## src/rtl/div_pkg.sv

```systemverilog
// Shared types and constants for the seq_divider restoring divider.
// The SIGNED_DIV_EN macro enables signed mode in seq_divider and seq_divider_if.
package div_pkg;

   typedef enum logic [1:0] {
      IDLE,
      CALC,
      DONE
   } div_state_t;

   localparam int unsigned DIV_BIT_LEN = 8;
   localparam int unsigned DIV_CNT_W   = $clog2(DIV_BIT_LEN);

   // Quotient reported for a zero divisor. Users truncate it to their own width.
   localparam logic [31:0] DIV_ZERO_QUOT = '1;

   function automatic int unsigned cnt_width(input int unsigned n);
      return (n < 2) ? 1 : $clog2(n);
   endfunction

endpackage

```

## src/rtl/seq_divider_if.sv

```systemverilog
// Operand and result handshake bundle for seq_divider.
// The is_signed signal exists only when SIGNED_DIV_EN is defined.
interface seq_divider_if #(
   parameter int bit_len = 8
);
   logic               in_valid;
   logic               in_ready;
   logic [bit_len-1:0] a;
   logic [bit_len-1:0] b;
`ifdef SIGNED_DIV_EN
   logic               is_signed;
`endif
   logic               out_valid;
   logic               out_ready;
   logic [bit_len-1:0] quot;
   logic [bit_len-1:0] rem;
   logic               div_zero;
   logic               ovf;

`ifdef SIGNED_DIV_EN
   modport master (
      output in_valid, a, b, is_signed, out_ready,
      input  in_ready, out_valid, quot, rem, div_zero, ovf
   );
   modport slave (
      input  in_valid, a, b, is_signed, out_ready,
      output in_ready, out_valid, quot, rem, div_zero, ovf
   );
`else
   modport master (
      output in_valid, a, b, out_ready,
      input  in_ready, out_valid, quot, rem, div_zero, ovf
   );
   modport slave (
      input  in_valid, a, b, out_ready,
      output in_ready, out_valid, quot, rem, div_zero, ovf
   );
`endif
endinterface

```

## src/rtl/div_step.sv

```systemverilog
// One combinational restoring-division step: shift in a dividend bit and
// conditionally subtract the divisor.
module div_step #(
   parameter int bit_len = 8
) (
   input  logic [bit_len:0]   prem,
   input  logic               bit_in,
   input  logic [bit_len-1:0] divisor,
   output logic [bit_len:0]   rem_next,
   output logic               q_bit
);
   logic [bit_len:0] shifted;
   logic [bit_len:0] trial;

   // The comparison uses the full register so no partial-remainder bit is dropped
   // from the subtract decision.
   always_comb begin
      shifted  = {prem[bit_len-1:0], bit_in};
      trial    = shifted - {1'b0, divisor};
      q_bit    = ({prem, bit_in} >= {2'b00, divisor});
      rem_next = q_bit ? trial : shifted;
   end
endmodule

```

## src/rtl/seq_divider.sv

```systemverilog
// Multi-cycle restoring divider, one quotient bit per clock, valid/ready on both sides.
// Define SIGNED_DIV_EN to add two's-complement mode (is_signed) and overflow reporting.
module seq_divider
   import div_pkg::*;
#(
   parameter int bit_len = DIV_BIT_LEN
) (
   input logic         clk,
   input logic         rst_n,
   seq_divider_if.slave dif
);
   localparam int unsigned cnt_w = cnt_width(bit_len);
   localparam logic [bit_len-1:0] one_c = {{(bit_len-1){1'b0}}, 1'b1};
   localparam logic [bit_len-1:0] min_neg_c = {1'b1, {(bit_len-1){1'b0}}};

   div_state_t         state_reg;
   logic               in_ready_reg;
   logic               out_valid_reg;
   logic               div_zero_reg;
   logic               ovf_reg;
   logic [bit_len-1:0] quot_reg;
   logic [bit_len-1:0] rem_reg;
   logic [bit_len:0]   prem_reg;
   logic [bit_len-1:0] shift_reg;
   logic [bit_len-1:0] divisor_reg;
   logic [cnt_w-1:0]   cnt_reg;
   logic               neg_q_reg;
   logic               neg_r_reg;
   logic               ovf_pend_reg;

   logic [bit_len:0]   prem_next;
   logic               q_bit;
   logic [bit_len-1:0] shift_next;
   logic [bit_len-1:0] a_mag_next;
   logic [bit_len-1:0] b_mag_next;
   logic               neg_q_next;
   logic               neg_r_next;
   logic               ovf_next;
   logic [bit_len-1:0] quot_final;
   logic [bit_len-1:0] rem_final;

   div_step #(.bit_len(bit_len)) u_step (
      .prem     (prem_reg),
      .bit_in   (shift_reg[bit_len-1]),
      .divisor  (divisor_reg),
      .rem_next (prem_next),
      .q_bit    (q_bit)
   );

   // The dividend shifts out of the top while quotient bits fill from the bottom.
   assign shift_next = {shift_reg[bit_len-2:0], q_bit};

`ifdef SIGNED_DIV_EN
   logic a_neg;
   logic b_neg;

   always_comb begin
      a_neg      = dif.is_signed & dif.a[bit_len-1];
      b_neg      = dif.is_signed & dif.b[bit_len-1];
      a_mag_next = a_neg ? (~dif.a + one_c) : dif.a;
      b_mag_next = b_neg ? (~dif.b + one_c) : dif.b;
      neg_q_next = a_neg ^ b_neg;
      neg_r_next = a_neg;
      ovf_next   = dif.is_signed & (dif.a == min_neg_c) & (&dif.b);
      quot_final = neg_q_reg ? (~shift_next + one_c) : shift_next;
      rem_final  = neg_r_reg ? (~prem_next[bit_len-1:0] + one_c) : prem_next[bit_len-1:0];
   end
`else
   always_comb begin
      a_mag_next = dif.a;
      b_mag_next = dif.b;
      neg_q_next = 1'b0;
      neg_r_next = 1'b0;
      ovf_next   = 1'b0;
      quot_final = shift_next;
      rem_final  = prem_next[bit_len-1:0];
   end
`endif

   always_ff @(posedge clk or negedge rst_n) begin
      if (!rst_n) begin
         state_reg     <= IDLE;
         in_ready_reg  <= 1'b0;
         out_valid_reg <= 1'b0;
         div_zero_reg  <= 1'b0;
         ovf_reg       <= 1'b0;
         quot_reg      <= '0;
         rem_reg       <= '0;
         prem_reg      <= '0;
         shift_reg     <= '0;
         divisor_reg   <= '0;
         cnt_reg       <= '0;
         neg_q_reg     <= 1'b0;
         neg_r_reg     <= 1'b0;
         ovf_pend_reg  <= 1'b0;
      end else begin
         case (state_reg)
            IDLE: begin
               in_ready_reg <= 1'b1;
               if (dif.in_valid && in_ready_reg) begin
                  in_ready_reg <= 1'b0;
                  if (dif.b == '0) begin
                     state_reg     <= DONE;
                     out_valid_reg <= 1'b1;
                     quot_reg      <= DIV_ZERO_QUOT[bit_len-1:0];
                     rem_reg       <= dif.a;
                     div_zero_reg  <= 1'b1;
                     ovf_reg       <= 1'b0;
                  end else begin
                     state_reg    <= CALC;
                     prem_reg     <= '0;
                     shift_reg    <= a_mag_next;
                     divisor_reg  <= b_mag_next;
                     cnt_reg      <= cnt_w'(bit_len - 1);
                     neg_q_reg    <= neg_q_next;
                     neg_r_reg    <= neg_r_next;
                     ovf_pend_reg <= ovf_next;
                  end
               end
            end
            CALC: begin
               prem_reg  <= prem_next;
               shift_reg <= shift_next;
               if (cnt_reg == '0) begin
                  state_reg     <= DONE;
                  out_valid_reg <= 1'b1;
                  quot_reg      <= quot_final;
                  rem_reg       <= rem_final;
                  div_zero_reg  <= 1'b0;
                  ovf_reg       <= ovf_pend_reg;
               end else begin
                  cnt_reg <= cnt_reg - cnt_w'(1);
               end
            end
            DONE: begin
               if (dif.out_ready) begin
                  state_reg     <= IDLE;
                  out_valid_reg <= 1'b0;
                  in_ready_reg  <= 1'b1;
               end
            end
            default: begin
               state_reg     <= IDLE;
               in_ready_reg  <= 1'b0;
               out_valid_reg <= 1'b0;
            end
         endcase
      end
   end

   assign dif.in_ready  = in_ready_reg;
   assign dif.out_valid = out_valid_reg;
   assign dif.quot      = quot_reg;
   assign dif.rem       = rem_reg;
   assign dif.div_zero  = div_zero_reg;
   assign dif.ovf       = ovf_reg;

endmodule

```

## src/flat_wrapper.sv

```systemverilog
// flat-port wrapper written by rule: the top's interface ports become plain ports
module seq_divider_flat import div_pkg::*;
#(
   parameter int bit_len = DIV_BIT_LEN
)
  (clk, rst_n, dif_in_valid, dif_a, dif_b, dif_out_ready, dif_in_ready, dif_out_valid, dif_quot, dif_rem, dif_div_zero, dif_ovf);
  seq_divider_if #(.bit_len(bit_len)) dif_i ();
  input logic clk;
  input logic rst_n;
  input wire logic [$bits(dif_i.in_valid)-1:0] dif_in_valid;
  input wire logic [$bits(dif_i.a)-1:0] dif_a;
  input wire logic [$bits(dif_i.b)-1:0] dif_b;
  input wire logic [$bits(dif_i.out_ready)-1:0] dif_out_ready;
  output wire logic [$bits(dif_i.in_ready)-1:0] dif_in_ready;
  output wire logic [$bits(dif_i.out_valid)-1:0] dif_out_valid;
  output wire logic [$bits(dif_i.quot)-1:0] dif_quot;
  output wire logic [$bits(dif_i.rem)-1:0] dif_rem;
  output wire logic [$bits(dif_i.div_zero)-1:0] dif_div_zero;
  output wire logic [$bits(dif_i.ovf)-1:0] dif_ovf;
  assign dif_i.in_valid = dif_in_valid;
  assign dif_i.a = dif_a;
  assign dif_i.b = dif_b;
  assign dif_i.out_ready = dif_out_ready;
  assign dif_in_ready = dif_i.in_ready;
  assign dif_out_valid = dif_i.out_valid;
  assign dif_quot = dif_i.quot;
  assign dif_rem = dif_i.rem;
  assign dif_div_zero = dif_i.div_zero;
  assign dif_ovf = dif_i.ovf;
  seq_divider #(.bit_len(bit_len)) u_core (.clk(clk), .rst_n(rst_n), .dif(dif_i));
endmodule
```

## config.mk

```make
export PLATFORM = sky130hd
export DESIGN_NAME = seq_divider_flat
export DESIGN_NICKNAME = d
export VERILOG_FILES = /design/src/rtl/div_pkg.sv /design/src/rtl/seq_divider_if.sv /design/src/rtl/div_step.sv /design/src/rtl/seq_divider.sv /design/src/flat_wrapper.sv
export SDC_FILE = /design/constraint.sdc
export NUM_CORES = 1
export LEC_CHECK = 0
export ABC_AREA = 1
export CORE_MARGIN = 2
export CORE_UTILIZATION = 30
export DETAILED_ROUTE_END_ITERATION = 6
export PLACE_DENSITY = 0.62
export SKIP_CTS_REPAIR_TIMING = 1
export SKIP_LAST_GASP = 1
export SYNTH_ARGS = -nofsm -noshare
export SYNTH_HDL_FRONTEND = slang
export SYNTH_SLANG_ARGS = --single-unit
```

## constraint.sdc

```tcl
create_clock -name clk -period 2 [get_ports clk]
set_clock_uncertainty 0.2 [all_clocks]
set_input_delay 0.4 -clock clk [delete_from_list [all_inputs] [get_ports clk]]
set_output_delay 0.4 -clock clk [all_outputs]
set_load 0.02 [all_outputs]
```

After elaboration in Yosys (flattened, before gate mapping)
Cells that the tools add are included.
Widths: inputs -> output; s select.
{ "classes": {"add_sub_neg": 2, "n_lt_le_gt_ge": 1, "eq_ne": 8, "mux": 37, "n_bitwise": 2, "reduce_logical": 12} }
{ "ops": {"columns": ["cell", "count"], "rows": [
  ["$mux 8", 8],
  ["$pmux 8 s2", 3],
  ["$mux 9", 3],
  ["$pmux 9 s2", 1],
  ["$reduce_and 4->1", 3],
  ["$ge 10x8->1", 1],
  ["$mux 1", 9],
  ["$mux 3", 3],
  ["$reduce_and 3->1", 3],
  ["$sub 9x8->9", 1],
  ["$logic_not 8->1", 1],
  ["$mux 2", 4],
  ["$ne 2x1->1 const B", 3],
  ["$ne 2x2->1 const B", 3],
  ["$pmux 1 s3", 2],
  ["$pmux 2 s3", 1],
  ["$pmux 3 s2", 1],
  ["$pmux 1 s2", 2],
  ["$logic_not 3->1", 1],
  ["$sub 3x1->3 const B", 1],
  ["$eq 2x1->1 const B", 1],
  ["$eq 2x2->1 const B", 1],
  ["$logic_not 2->1", 1],
  ["$not 1->1", 2],
  ["other kinds (3)", 3]
]} }
{ "word_totals": {"reg_bits": 50, "in_bits": 20, "output_inout_bits": 20, "wordCells": 73} }

Depth between registers and ports, before layout
{ "depth": {"depth_word": 4, "mapped_depth": 14} }

Hierarchy
A second synthesis with hierarchy kept.
{ "hier_totals": {"cells_unflattened": 406, "hier_area_um2": 2969.1} }
{ "by_module_without_submodules": {"columns": ["mod", "n_inst", "cells_each", "area_per_inst_um2"], "rows": [
  ["seq_divider", 1, 287, 2303.5],
  ["div_step", 1, 119, 665.6]
]} }

Worst setup path before layout
No wires, ideal clock.
{ "synth_timing": {"kind": "register -> register", "from": "register u_core.shift_reg[7]", "to": "register u_core.rem_reg[1] (netlist: u_core.dif.rem[1])", "setup_time_ns": 0.113, "t_arrival_ns": 1.816, "slack_ns": -0.129, "stages_incl_launch_ff": 13, "synth_period_minus_slack_ns": 2.129, "cell_sequence": "dfrtp_1 inv_1 ha_1 inv_1 fa_1 nand3_1 a21oi_2 nor2_2 nor2_4 nand2_1 nand3_1 nand2_1 inv_1"} }
{ "synth_between": {"elab_chain_cells": 4, "word_cells_on_any_way": 5, "classes_between": "add/sub (1); order compare (1); mux (3)"} }
{ "synth_lines": {"columns": ["item", "line_no", "text"], "rows": [
  ["start, declared", "seq_divider.sv:24", "logic [bit_len-1:0] shift_reg;"],
  ["start signal, assigned", "seq_divider.sv:112", "shift_reg <= a_mag_next;"],
  ["start signal, assigned", "seq_divider.sv:123", "shift_reg <= shift_next;"],
  ["$sub 9x8->9 / $ge 10x8->1 (equally long branches)", "div_step.sv:19, div_step.sv:20", null],
  ["$mux 9 *", "div_step.sv:21", "rem_next = q_bit ? trial : shifted;"],
  ["$mux 8 *", "seq_divider.sv:124", "if (cnt_reg == '0) begin"],
  ["$pmux 8 s2 *", "seq_divider.sv:97", "case (state_reg)"],
  ["end signal, assigned", "seq_divider.sv:106", "rem_reg <= dif.a;"],
  ["end signal, assigned", "seq_divider.sv:128", "rem_reg <= rem_final;"],
  ["end, declared", "seq_divider.sv:22", "logic [bit_len-1:0] rem_reg;"]
]} }
Mark *: on every way between the ends. The rest lies on a longest branch, timed or not. The select of a mux whose other input is x is not followed.
A chain may end at the register's enable or synchronous reset.

Worst setup path after layout
Same ends and word-level chain as after synthesis.

==> flow_summary.toml <==
[outcome]
status = "finished with violations"
violations = "setup timing"

[worst_setup_path]
slowest_delay_ns = 0.41
path_cells = "inv_2, ha_4, inv_2, fa_2, nand3_4, a21oi_4, nor2_4, nor2_4, nand2_2, nand3_2, nand2_1, inv_1"
crit_path_start = "u_core.shift_reg[7]"
cp_num_cells = 12
worst_path_max_delay_cell = "fa_2"
r2r_slack_ns = -0.1
crit_arrival_ns = 2.11
reg2reg_depth = 12
startpoint_type = "flip-flop"
cp-endpoint = "u_core.dif.rem[1]"
r2r_start = "u_core.shift_reg[7]"
worstPathRequired_ns = 2.01
r2r-end = "u_core.dif.rem[1]"
critical_path_class = "flip-flop to flip-flop"
cp_top_family = "simple AND/OR/NAND/NOR gates"
crit_fanout = 6
crit_buf_inv = 3
endpoint_kind = "flip-flop"

[sta]
period_needed_ns = 2.10
finalWorstSetupSlack_ns = -0.0997
finalSetupViolations = 13
drv_slew = 0
rsz0062_at_grt = "yes"
timing.fmax_mhz = 476
period_share = 1.05
holdWs_ns = 0.280
tns_ns = -0.859
hold_violations = 0

[cts]
clock_sinks = 49
clk_latency_ns = 0.31
numCtsBuffers = 5
cts_tree = "yes"
clk_pin_slew_worst_paths_ns = 0.09
clk_path_buf_depth = 2
cts_max_level = 2
clockRootBuffer = "clkbuf_8"

[floorplanning]
num_rows = 35
initial_core_util = 0.307
coreArea_um2 = 9200
ios = 40
die_y_um = 101
die_area_um2 = 10200
die_w_um = 101

[drt]
drcViolationCount = 0
wl_per_cell_um = 12.3
drtIter0Drc = 111
routed_wl_um = 6900
final_antenna_net_count = 0
num_vias = 2564
first_pass_iters = 4
routed_via_density = 4.56

[global_route]
grt_max_degree = 32
grt_pass1_wl_um = 11200
grt_usage = 0.138
overflow = 0
grt_pass1_vias = 2540
antenna_found_initial = 0

[place]
pre_cts_ws_ns = -0.169
place_congestion = 0.822
dp_hpwl_um = 5190
io_buffer_count = 38

[power_and_ir_drop]
cellLeakagePower_uw = 0.00202
power.density_nw_per_um2 = 1900
peakVddDrop_v = 0.000813

[final_layout]
area_growth_pct = 36.5
largest_reg_flops = 9
regArea_um2 = 1230
multiInputGateArea_um2 = 1420
post-route-util = 0.419
final_nets = 481
antenna_cells = 0
n_fill_cell = 924
drive_above_1_share = 0.220

[synthesis]
synth.most_common_cell = "nand2_1"
synth_cell_type_count = 30
synth_top_area_cell = "dfrtp_1"
synth_warnings = 0
synth_area_leaders = "dfrtp_1 (43%), nand2_1 (13%), inv_1 (9.8%), nand3_1 (5.7%), a21oi_1 (5.0%)"
avgSynthCellArea_um2 = 7.57
synth_area_um2 = 2830
synth_common_cells = "nand2_1 (96), inv_1 (74), dfrtp_1 (49)"
synth.top_cell.area_share = 0.434
async_flop_share = 1.00
synth_edf_count = 0
yosysSeqAreaShare = 0.434
syn_inst = 373
syn_nets = 404
ys_ff_latch = 49
ys.flop_type = "dfrtp_1"

[min_path]
hold_path.class = "flip-flop to flip-flop"
hold_start = "u_core.cnt_reg[0]"

[job]
cap_violations = 0
## metal layers
metal | vias up | share of wire | GRT usage | wire (um)
met5 | - | 0 | 0 | 0
met2 | 48 | 0.50 | 0.242 | 3420
met4 | 0 | 0.011 | 0.0343 | 74
met3 | 7 | 0.034 | 0.0229 | 237
li1 | 1306 | - | - | -
met1 | 1203 | 0.46 | 0.175 | 3170
## how the worst min path moves through the flow
stage / endpoint / slack, ns / depth (start not counted)
floorplan: u_core.cnt_reg[0] / -0.1 / 0
global placement: u_core.divisor_reg[7] / 0.18 / 1
detailed placement: u_core.divisor_reg[7] / 0.19 / 1
CTS: u_core.divisor_reg[7] / -0.15 / 1
global route: u_core.divisor_reg[6] / 0.32 / 2
finish: u_core.cnt_reg[0] / 0.28 / 1
## worst register-to-register path: cells and delay by family, from the launching register on
family | cells | cell delay [ns]
compound gates | 1 | 0.07
fa+ha+maj | 2 | 0.53
buf+inv | 3 | 0.16
flops | 1 | 0.40
simple gates | 6 | 0.66
## power breakdown
part,internal [uW],switching [uW],total (uW)
sequential,1470,268,1740
combinational,2110,2890,5010
clock,248,333,581
## cells by family (layout without fill, tap and decap cells)
| group | after synthesis | count (layout) | share of synthesized area |
|---|---|---|---|
| xor gates and xnor gates | 4 | 4 | 0.0124 |
| buffers and inverters | 84 | 160 | 0.120 |
| DFF | 49 | 49 | 0.434 |
| other | 1 | 1 | 0.00133 |
| AOI/OAI and AO/OA | 50 | 50 | 0.0996 |
| and+or+nand+nor | 174 | 176 | 0.281 |
| adders and majority gates | 11 | 11 | 0.0514 |
## cell usage in the layout, fill, tap and decap left out, types with 2 or more instances in the layout
cell / count
nor2_1: 21
nand2_1: 88
ha_1: 6
nand3_2: 13
nand2_2: 11
dfrtp_1: 49
nor2_4: 3
a21oi_1: 28
o21ai_0: 16
a21oi_4: 2
buf_12: 3
ha_4: 3
xor2_1: 4
inv_2: 3
nand4_1: 3
clkdlybuf4s50_1: 37
buf_4: 35
inv_1: 72
nand3_1: 20
clkbuf_8: 5
nor2_2: 11
nand2_4: 2
clkbuf_1: 2
## per-stage QoR
step,instance area [um2],power [uW],instances
finish,3860,7330,562
global route,3860,8030,562
CTS,3700,6930,559
detailed placement,3610,6320,551
global placement,3610,6240,551
floorplan,2840,4660,373
## cell type report
class | instances | share of cell area
Tap cell | 111 | 0.0360
Timing Repair Buffer | 77 | 0.184
Clock buffer | 7 | 0.0198
Inverter | 75 | 0.0730
Clock inverter | 1 | 0.00195
Multi-Input combinational cell | 242 | 0.368
Sequential cell | 49 | 0.318
(Power assumes the default switching activity.)
